[config.mk]
export PLATFORM = sky130hd
export DESIGN_NAME = regfile_mp
export DESIGN_NICKNAME = d
export VERILOG_FILES = /design/src/rtl/regfile_mp_pkg.sv /design/src/rtl/regfile_clear_fsm.sv /design/src/rtl/regfile_mp.sv
export SDC_FILE = /design/constraint.sdc
export NUM_CORES = 1
export LEC_CHECK = 0
export CORE_AREA = 2 2 443 445
export CTS_CLUSTER_SIZE = 20
export DETAILED_ROUTE_END_ITERATION = 10
export DIE_AREA = 0 0 445 447
export DONT_BUFFER_PORTS = 1
export GPL_TIMING_DRIVEN = 0
export PLACE_DENSITY = 0.48
export SLEW_MARGIN = 20
export SYNTH_ARGS = -nofsm -noshare
export SYNTH_HDL_FRONTEND = slang
export SYNTH_SLANG_ARGS = --single-unit
export TNS_END_PERCENT = 30
[constraint.sdc]
create_clock -name clk -period 3.8 [get_ports clk]
set_input_delay 0.76 -clock clk [delete_from_list [all_inputs] [get_ports clk]]
set_output_delay 0.76 -clock clk [all_outputs]
set_load 0.05 [all_outputs]
[src/rtl/regfile_mp_pkg.sv]
// Shared definitions for the multi-port register file family.
//   rf_state_e : clear-engine state encoding (RF_CLEAR / RF_READY)
//   rf_clog2   : ceil(log2(value)), never less than 1, usable in parameter
//                expressions so address widths track DEPTH automatically.
package regfile_mp_pkg;

    typedef enum logic {
        RF_CLEAR = 1'b0,
        RF_READY = 1'b1
    } rf_state_e;

    // Smallest r >= 1 such that 2**r >= value; bounded loop keeps it static.
    function automatic int rf_clog2(input int value);
        int r;
        r = 1;
        for (int i = 1; i < 32; i++) begin
            if ((32'sd1 <<< (i - 1)) < value) begin
                r = i;
            end else begin
                r = r;
            end
        end
        return r;
    endfunction

endpackage

[src/rtl/regfile_clear_fsm.sv]
// Post-reset clear engine for regfile_mp.
// After resetn is released it walks every entry 0..DEPTH-1 once, one per
// cycle, asking the owner to write zero there; busy stays high until the
// last entry has been written.
//   clk      : clock, rising edge
//   resetn   : synchronous active-low reset; restarts the walk at entry 0
//   busy     : high while the walk is in progress (and while in reset)
//   clr_we   : write strobe for the zeroing write
//   clr_addr : entry being zeroed this cycle
module regfile_clear_fsm
    import regfile_mp_pkg::*;
#(
    parameter  int DEPTH = 32,
    localparam int AW    = rf_clog2(DEPTH)
) (
    input  logic          clk,
    input  logic          resetn,
    output logic          busy,
    output logic          clr_we,
    output logic [AW-1:0] clr_addr
);

    localparam logic [AW-1:0] LAST_ADDR = AW'(DEPTH - 1);

    rf_state_e       state_r;
    rf_state_e       state_s;
    logic [AW-1:0]   cnt_r;
    logic [AW-1:0]   cnt_s;

    // State and counter registers with synchronous reset into CLEAR at entry 0.
    always_ff @(posedge clk) begin
        if (!resetn) begin
            state_r <= RF_CLEAR;
            cnt_r   <= '0;
        end else begin
            state_r <= state_s;
            cnt_r   <= cnt_s;
        end
    end

    // Next-state logic: leave CLEAR on the cycle that zeroes the last entry.
    always_comb begin
        state_s = state_r;
        cnt_s   = cnt_r;
        case (state_r)
            RF_CLEAR: begin
                if (cnt_r == LAST_ADDR) begin
                    state_s = RF_READY;
                end else begin
                    cnt_s = cnt_r + AW'(1'b1);
                end
            end
            RF_READY: begin
                state_s = RF_READY;
            end
            default: begin
                state_s = RF_CLEAR;
                cnt_s   = '0;
            end
        endcase
    end

    // Outputs are decoded straight from the registers, so they are glitch-free.
    always_comb begin
        busy     = (state_r == RF_CLEAR);
        clr_we   = (state_r == RF_CLEAR);
        clr_addr = cnt_r;
    end

endmodule

[src/rtl/regfile_mp.sv]
// Parametrised multi-read-port register file with one write port.
// Contents are defined only by the post-reset clear engine; reads return 0
// while it runs, and writes during that window are dropped.
//   clk    : clock, rising edge
//   resetn : synchronous active-low reset
//   we     : write enable
//   waddr  : write address (AW bits)
//   wdata  : write data (WIDTH bits)
//   raddr  : NRD packed read addresses, port p at [p*AW +: AW]
//   rdata  : NRD packed read data, port p at [p*WIDTH +: WIDTH]
//   busy   : high while the clear engine is running
module regfile_mp
    import regfile_mp_pkg::*;
#(
    parameter  int WIDTH    = 32,
    parameter  int DEPTH    = 32,
    parameter  int NRD      = 2,
    parameter  int REG_READ = 0,
    parameter  int BYPASS   = 1,
    parameter  int ZERO_R0  = 1,
    localparam int AW       = rf_clog2(DEPTH)
) (
    input  logic                 clk,
    input  logic                 resetn,
    input  logic                 we,
    input  logic [AW-1:0]        waddr,
    input  logic [WIDTH-1:0]     wdata,
    input  logic [NRD*AW-1:0]    raddr,
    output logic [NRD*WIDTH-1:0] rdata,
    output logic                 busy
);

    // DEPTH widened by one bit so non-power-of-two depths compare cleanly.
    localparam logic [AW:0] DEPTH_W = (AW + 1)'(DEPTH);

    logic [WIDTH-1:0] mem_r [0:DEPTH-1];

    logic             busy_s;
    logic             clr_we_s;
    logic [AW-1:0]    clr_addr_s;
    logic             wr_ok_s;
    logic             mem_we_s;
    logic [AW-1:0]    mem_addr_s;
    logic [WIDTH-1:0] mem_wdata_s;

    regfile_clear_fsm #(
        .DEPTH (DEPTH)
    ) u_clear (
        .clk      (clk),
        .resetn   (resetn),
        .busy     (busy_s),
        .clr_we   (clr_we_s),
        .clr_addr (clr_addr_s)
    );

    assign busy = busy_s;

    // A user write lands only when idle, in range, and not aimed at a hard zero.
    always_comb begin
        if (busy_s || !we || ({1'b0, waddr} >= DEPTH_W)) begin
            wr_ok_s = 1'b0;
        end else if ((ZERO_R0 != 0) && (waddr == '0)) begin
            wr_ok_s = 1'b0;
        end else begin
            wr_ok_s = 1'b1;
        end
    end

    // Write-port mux: the clear engine owns the port while busy.
    always_comb begin
        if (busy_s) begin
            mem_we_s    = clr_we_s;
            mem_addr_s  = clr_addr_s;
            mem_wdata_s = '0;
        end else begin
            mem_we_s    = wr_ok_s;
            mem_addr_s  = waddr;
            mem_wdata_s = wdata;
        end
    end

    // Storage array: deliberately unreset, the clear engine defines it.
    always_ff @(posedge clk) begin
        if (mem_we_s) begin
            mem_r[mem_addr_s] <= mem_wdata_s;
        end
    end

    for (genvar p = 0; p < NRD; p++) begin : g_rd
        logic [AW-1:0]    idx_s;
        logic [WIDTH-1:0] val_s;

        assign idx_s = raddr[p*AW +: AW];

        // Read priority: busy, out of range, hard zero, bypass, then array.
        always_comb begin
            val_s = '0;
            if (busy_s) begin
                val_s = '0;
            end else if ({1'b0, idx_s} >= DEPTH_W) begin
                val_s = '0;
            end else if ((ZERO_R0 != 0) && (idx_s == '0)) begin
                val_s = '0;
            end else if ((BYPASS != 0) && wr_ok_s && (waddr == idx_s)) begin
                val_s = wdata;
            end else begin
                val_s = mem_r[idx_s];
            end
        end

        if (REG_READ != 0) begin : g_reg
            logic [WIDTH-1:0] rd_r;

            // One-cycle read pipeline register, cleared while in reset.
            always_ff @(posedge clk) begin
                if (!resetn) begin
                    rd_r <= '0;
                end else begin
                    rd_r <= val_s;
                end
            end

            assign rdata[p*WIDTH +: WIDTH] = rd_r;
        end else begin : g_comb
            assign rdata[p*WIDTH +: WIDTH] = val_s;
        end
    end

endmodule

==> impl_metrics.py <==
metrics = {
    "outcome": {
        "result_of_the_run": "complete, but fails checks",
        "failed_checks": "setup timing",
    },
    "sta": {
        "final-max-slew-violation-count": 0,
        "unrepaired_setup_endpoints_after_global_routing": "true",
        "slew_worst_pin_ns": 1.206,
        "setup-violations-final": 28,
        "ratio_of_final_minimum_period_to_clock_period": 1.031,
        "timing.hold.ws_ns": 0.1419,
        "slew_headroom": 0.1959,
        "postLayoutSetupSlackWorst_ns": -0.1185,
        "finalWorstPathRequiredPeriod_ns": 3.918,
        "clock-skew-final_ns": 0.02662,
        "final_hold_viol_count": 0,
        "upper_clock_frequency_limit_ghz": 0.2552,
    },
    "detailed_routing": {
        "final_antenna_net_count": 0,
        "drt_drc_violations_left": 0,
        "detailedRoute.firstPassIterationCount": 5,
        "wl_per_cell_um": 34.77,
        "via_count": 28140,
        "finalWirelength_um": 184700,
        "via_per_inst": 5.296,
        "initialDrtViolationCount": 3169,
    },
    "setup_path": {
        "critical_path.max_stage_delay_ns": 0.62,
        "critical_path.startpoint_type": "input pin",
        "crit-reg2reg-capture": "mem_r[17][22]",
        "critical-path-top-delay-family": "simple AND/OR/NAND/NOR gates",
        "critical_path.endpoint_type": "output port",
        "worstPathBufferInverterCount": 2,
        "cell_at_the_slowest_stage_of_the_critical_path": "sky130_fd_sc_hd__or4_4",
        "worstPathCellList": "buf_12, or4_4, or2_1, and3_4, or4_4, buf_12, o21ai_4",
        "cp.arrival_ns": 3.16,
        "crit-reg2reg-launch": "u_clear.state_r",
        "max_fanout_on_critical_path": 6,
        "worstSetupPathType": "in -> out",
        "worstPathRequired_ns": 3.04,
        "cp-startpoint": "waddr[1]",
        "ff2ff_path_depth": 7,
        "ff2ff_setup_slack_ns": 0.74,
    },
    "placed_design": {
        "port_buffers": 0,
        "detailed_place.area_sq_mm": 0.05370,
        "replace_congestion": 0.8805,
        "detailed_place_hpwl_um": 131000,
    },
    "clock_network": {
        "clk_pin_slew_worst_paths_ns": 0.07,
        "clkSinkCount": 1030,
        "cts-root-buf": "sky130_fd_sc_hd__clkbuf_16",
        "cts_buffers": 116,
        "tritoncts": "built",
        "cts.htree.levels": 3,
        "clk-insertion-delay-late_ns": 0.73,
        "clock_tree.buffer_depth": 3,
    },
    "yosys": {
        "yosysUniqueCellTypes": 49,
        "mappedNetlistNets": 2514,
        "synth_async_sr_flop_share": 0,
        "synth_enable_flop_cells": 1024,
        "synth_cells": 2462,
        "synth.ff_latch_count": 1030,
        "synthesis.area_per_instance_sq_um": 19.65,
        "synth_sequential_area_ratio": 0.6382,
        "synth-warning-count": 0,
        "synth.cell_area_sq_mm": 0.04837,
        "synth_flop_cell": "sky130_fd_sc_hd__edfxtp_1",
    },
    "floorplanning": {
        "die_h_um": 447,
        "die-width_um": 445,
        "boundaryPins": 115,
        "initial_core_util": 0.2491,
        "fp.coreArea_sq_mm": 0.1942,
        "die_area_sq_mm": 0.1989,
        "count_of_standard_cell_rows": 162,
    },
    "global_routing": {
        "gr-usage-all-layers": 0.1833,
        "global_route_wire_length_before_repair_um": 249700,
        "gr-total-overflow": 0,
        "grt_antenna_before_repair": 4,
        "grt_max_degree": 33,
        "first_global_vias": 28640,
    },
    "worst_hold_path": {
        "min_path_cells": 1,
        "hold_path_class": "in -> reg",
        "whs_endpoint": "u_clear.clr_addr[3]",
        "worstHoldStart": "resetn",
    },
    "final_layout": {
        "final_core_util": 0.3083,
        "area_growth_syn_to_layout_pct": 23.76,
        "nets": 2717,
        "drive_gt1_frac": 0.4520,
        "finish.instance_area_sq_mm": 0.05986,
    },
    "power_and_ir_drop": {
        "vdd_ir_drop_max_mv": 0.3227,
        "p_leak_uw": 0.01814,
        "cellPowerDensity_mw_per_mm2": 437.3,
    },
    "run": {
        "cap_viol_max_count": 0,
    },
}
-- kinds of logic after synthesis --
family,Yosys count,share of synthesized area
compound gates,300,0.04354
xor+xnor,13,0.002354
fa+ha+maj,2,0.0005173
buf+inv,209,0.01837
flops,1030,0.6382
mux,684,0.2741
simple gates,224,0.02292
-- flip-flops by register name (all words and copies together), names as in the netlist --
name	flops
u_clear.clr_addr	5
mem_r	1024
u_clear.state_r	1
-- cells in the mapped netlist (2+ instances only) --
| library cell | n | area share |
|---|---|---|
| sky130_fd_sc_hd__a211oi_1 | 67 | 0.010 |
| sky130_fd_sc_hd__a21boi_0 | 2 | 0.00031 |
| sky130_fd_sc_hd__a21oi_1 | 16 | 0.0017 |
| sky130_fd_sc_hd__a221o_1 | 32 | 0.0066 |
| sky130_fd_sc_hd__a22oi_1 | 91 | 0.014 |
| sky130_fd_sc_hd__a31oi_1 | 3 | 0.00039 |
| sky130_fd_sc_hd__and2_1 | 35 | 0.0045 |
| sky130_fd_sc_hd__and3_1 | 2 | 0.00026 |
| sky130_fd_sc_hd__buf_1 | 20 | 0.0016 |
| sky130_fd_sc_hd__buf_2 | 58 | 0.0060 |
| sky130_fd_sc_hd__buf_6 | 4 | 0.00093 |
| sky130_fd_sc_hd__clkbuf_1 | 120 | 0.0093 |
| sky130_fd_sc_hd__dfxtp_1 | 6 | 0.0025 |
| sky130_fd_sc_hd__edfxtp_1 | 1024 | 0.64 |
| sky130_fd_sc_hd__ha_1 | 2 | 0.00052 |
| sky130_fd_sc_hd__inv_1 | 4 | 0.00031 |
| sky130_fd_sc_hd__mux2_2 | 34 | 0.0079 |
| sky130_fd_sc_hd__mux2i_1 | 141 | 0.029 |
| sky130_fd_sc_hd__mux4_2 | 509 | 0.24 |
| sky130_fd_sc_hd__nand2_1 | 79 | 0.0061 |
| sky130_fd_sc_hd__nand2b_1 | 3 | 0.00039 |
| sky130_fd_sc_hd__nand3_1 | 4 | 0.00041 |
| sky130_fd_sc_hd__nand3b_1 | 3 | 0.00047 |
| sky130_fd_sc_hd__nand4_1 | 3 | 0.00039 |
| sky130_fd_sc_hd__nor2_1 | 42 | 0.0033 |
| sky130_fd_sc_hd__nor2b_1 | 37 | 0.0048 |
| sky130_fd_sc_hd__nor3_1 | 4 | 0.00041 |
| sky130_fd_sc_hd__nor3b_1 | 2 | 0.00031 |
| sky130_fd_sc_hd__nor4_1 | 3 | 0.00039 |
| sky130_fd_sc_hd__o21ai_0 | 37 | 0.0038 |
| sky130_fd_sc_hd__o21ai_1 | 32 | 0.0033 |
| sky130_fd_sc_hd__o22ai_1 | 12 | 0.0016 |
| sky130_fd_sc_hd__o31ai_1 | 2 | 0.00031 |
| sky130_fd_sc_hd__or3_1 | 2 | 0.00026 |
| sky130_fd_sc_hd__or4_4 | 2 | 0.00047 |
| sky130_fd_sc_hd__xnor2_1 | 9 | 0.0016 |
| sky130_fd_sc_hd__xor2_1 | 4 | 0.00072 |
-- through the flow --
step           TNS [ns]  power, uW  setup WS (ns)  std cells
2_1_floorplan    -6.697      13950        -0.2202       2462
3_3_place_gp   -2181.10      14790         -2.927       5004
3_5_place_dp    -110.78      14860         -2.118       5077
4_1_cts          -3.940      26320        -0.2238       5309
5_1_grt          -1.167      26840        -0.1080       5311
6_report        -0.9607      26180        -0.1185       5313
-- final cells by class --
type	instances	area, sq um
Tap cell	2542	3181
Inverter	6	27.53
Clock buffer	145	3054
Antenna cell	3	7.507
Sequential cell	1030	30870
Timing Repair Buffer	87	1857
Fill cell	18620	134300
Clock inverter	76	735.7
Multi-Input combinational cell	1223	18270
Buffer	201	1863
-- how the worst max path moves through the flow --
| stage | end | cells past startpoint |
|---|---|---|
| CTS | rdata[13] | 8 |
| floorplan | rdata[0] | 8 |
| global placement | rdata[49] | 7 |
| detailed placement | rdata[8] | 9 |
| finish | rdata[11] | 7 |
| global route | rdata[11] | 7 |
-- per-layer routing --
metal | up-vias | GRT usage | wire, um
met4 | 0 | 0.09040 | 9535
met2 | 1234 | 0.3145 | 92390
met5 | - | 0 | 0
met3 | 316 | 0.02661 | 11220
met1 | 15480 | 0.2257 | 71560
li1 | 11100 | - | -
-- placed cells by master (no fill, tap or decap), drive strengths merged, types with 37 or more instances in the layout --
master	instances
mux2i	141
a22oi	91
o21ai	69
clkinv	55
a211oi	67
buf	178
mux4	509
nor2	42
edfxtp	1024
nor2b	37
clkbuf	255
nand2	79
-- repair_timing --
item	4_1_cts	5_1_grt
buffers inserted	10	2
hold buffers	0	0
gates resized for setup	592	62
endpoints found under the setup margin	64	49
pin swaps	45	15
cloned	3	0
-- power by group --
| group | leakage [uW] | total [uW] | switching (uW) | internal (uW) |
|---|---|---|---|---|
| Combinational | 0.00724 | 2340 | 1380 | 961 |
| Sequential | 0.00905 | 12500 | 59.2 | 12500 |
| Clock | 0.00184 | 11300 | 4760 | 6570 |
| Total | 0.0181 | 26200 | 6190 | 20000 |
(Power assumes the default switching activity.)
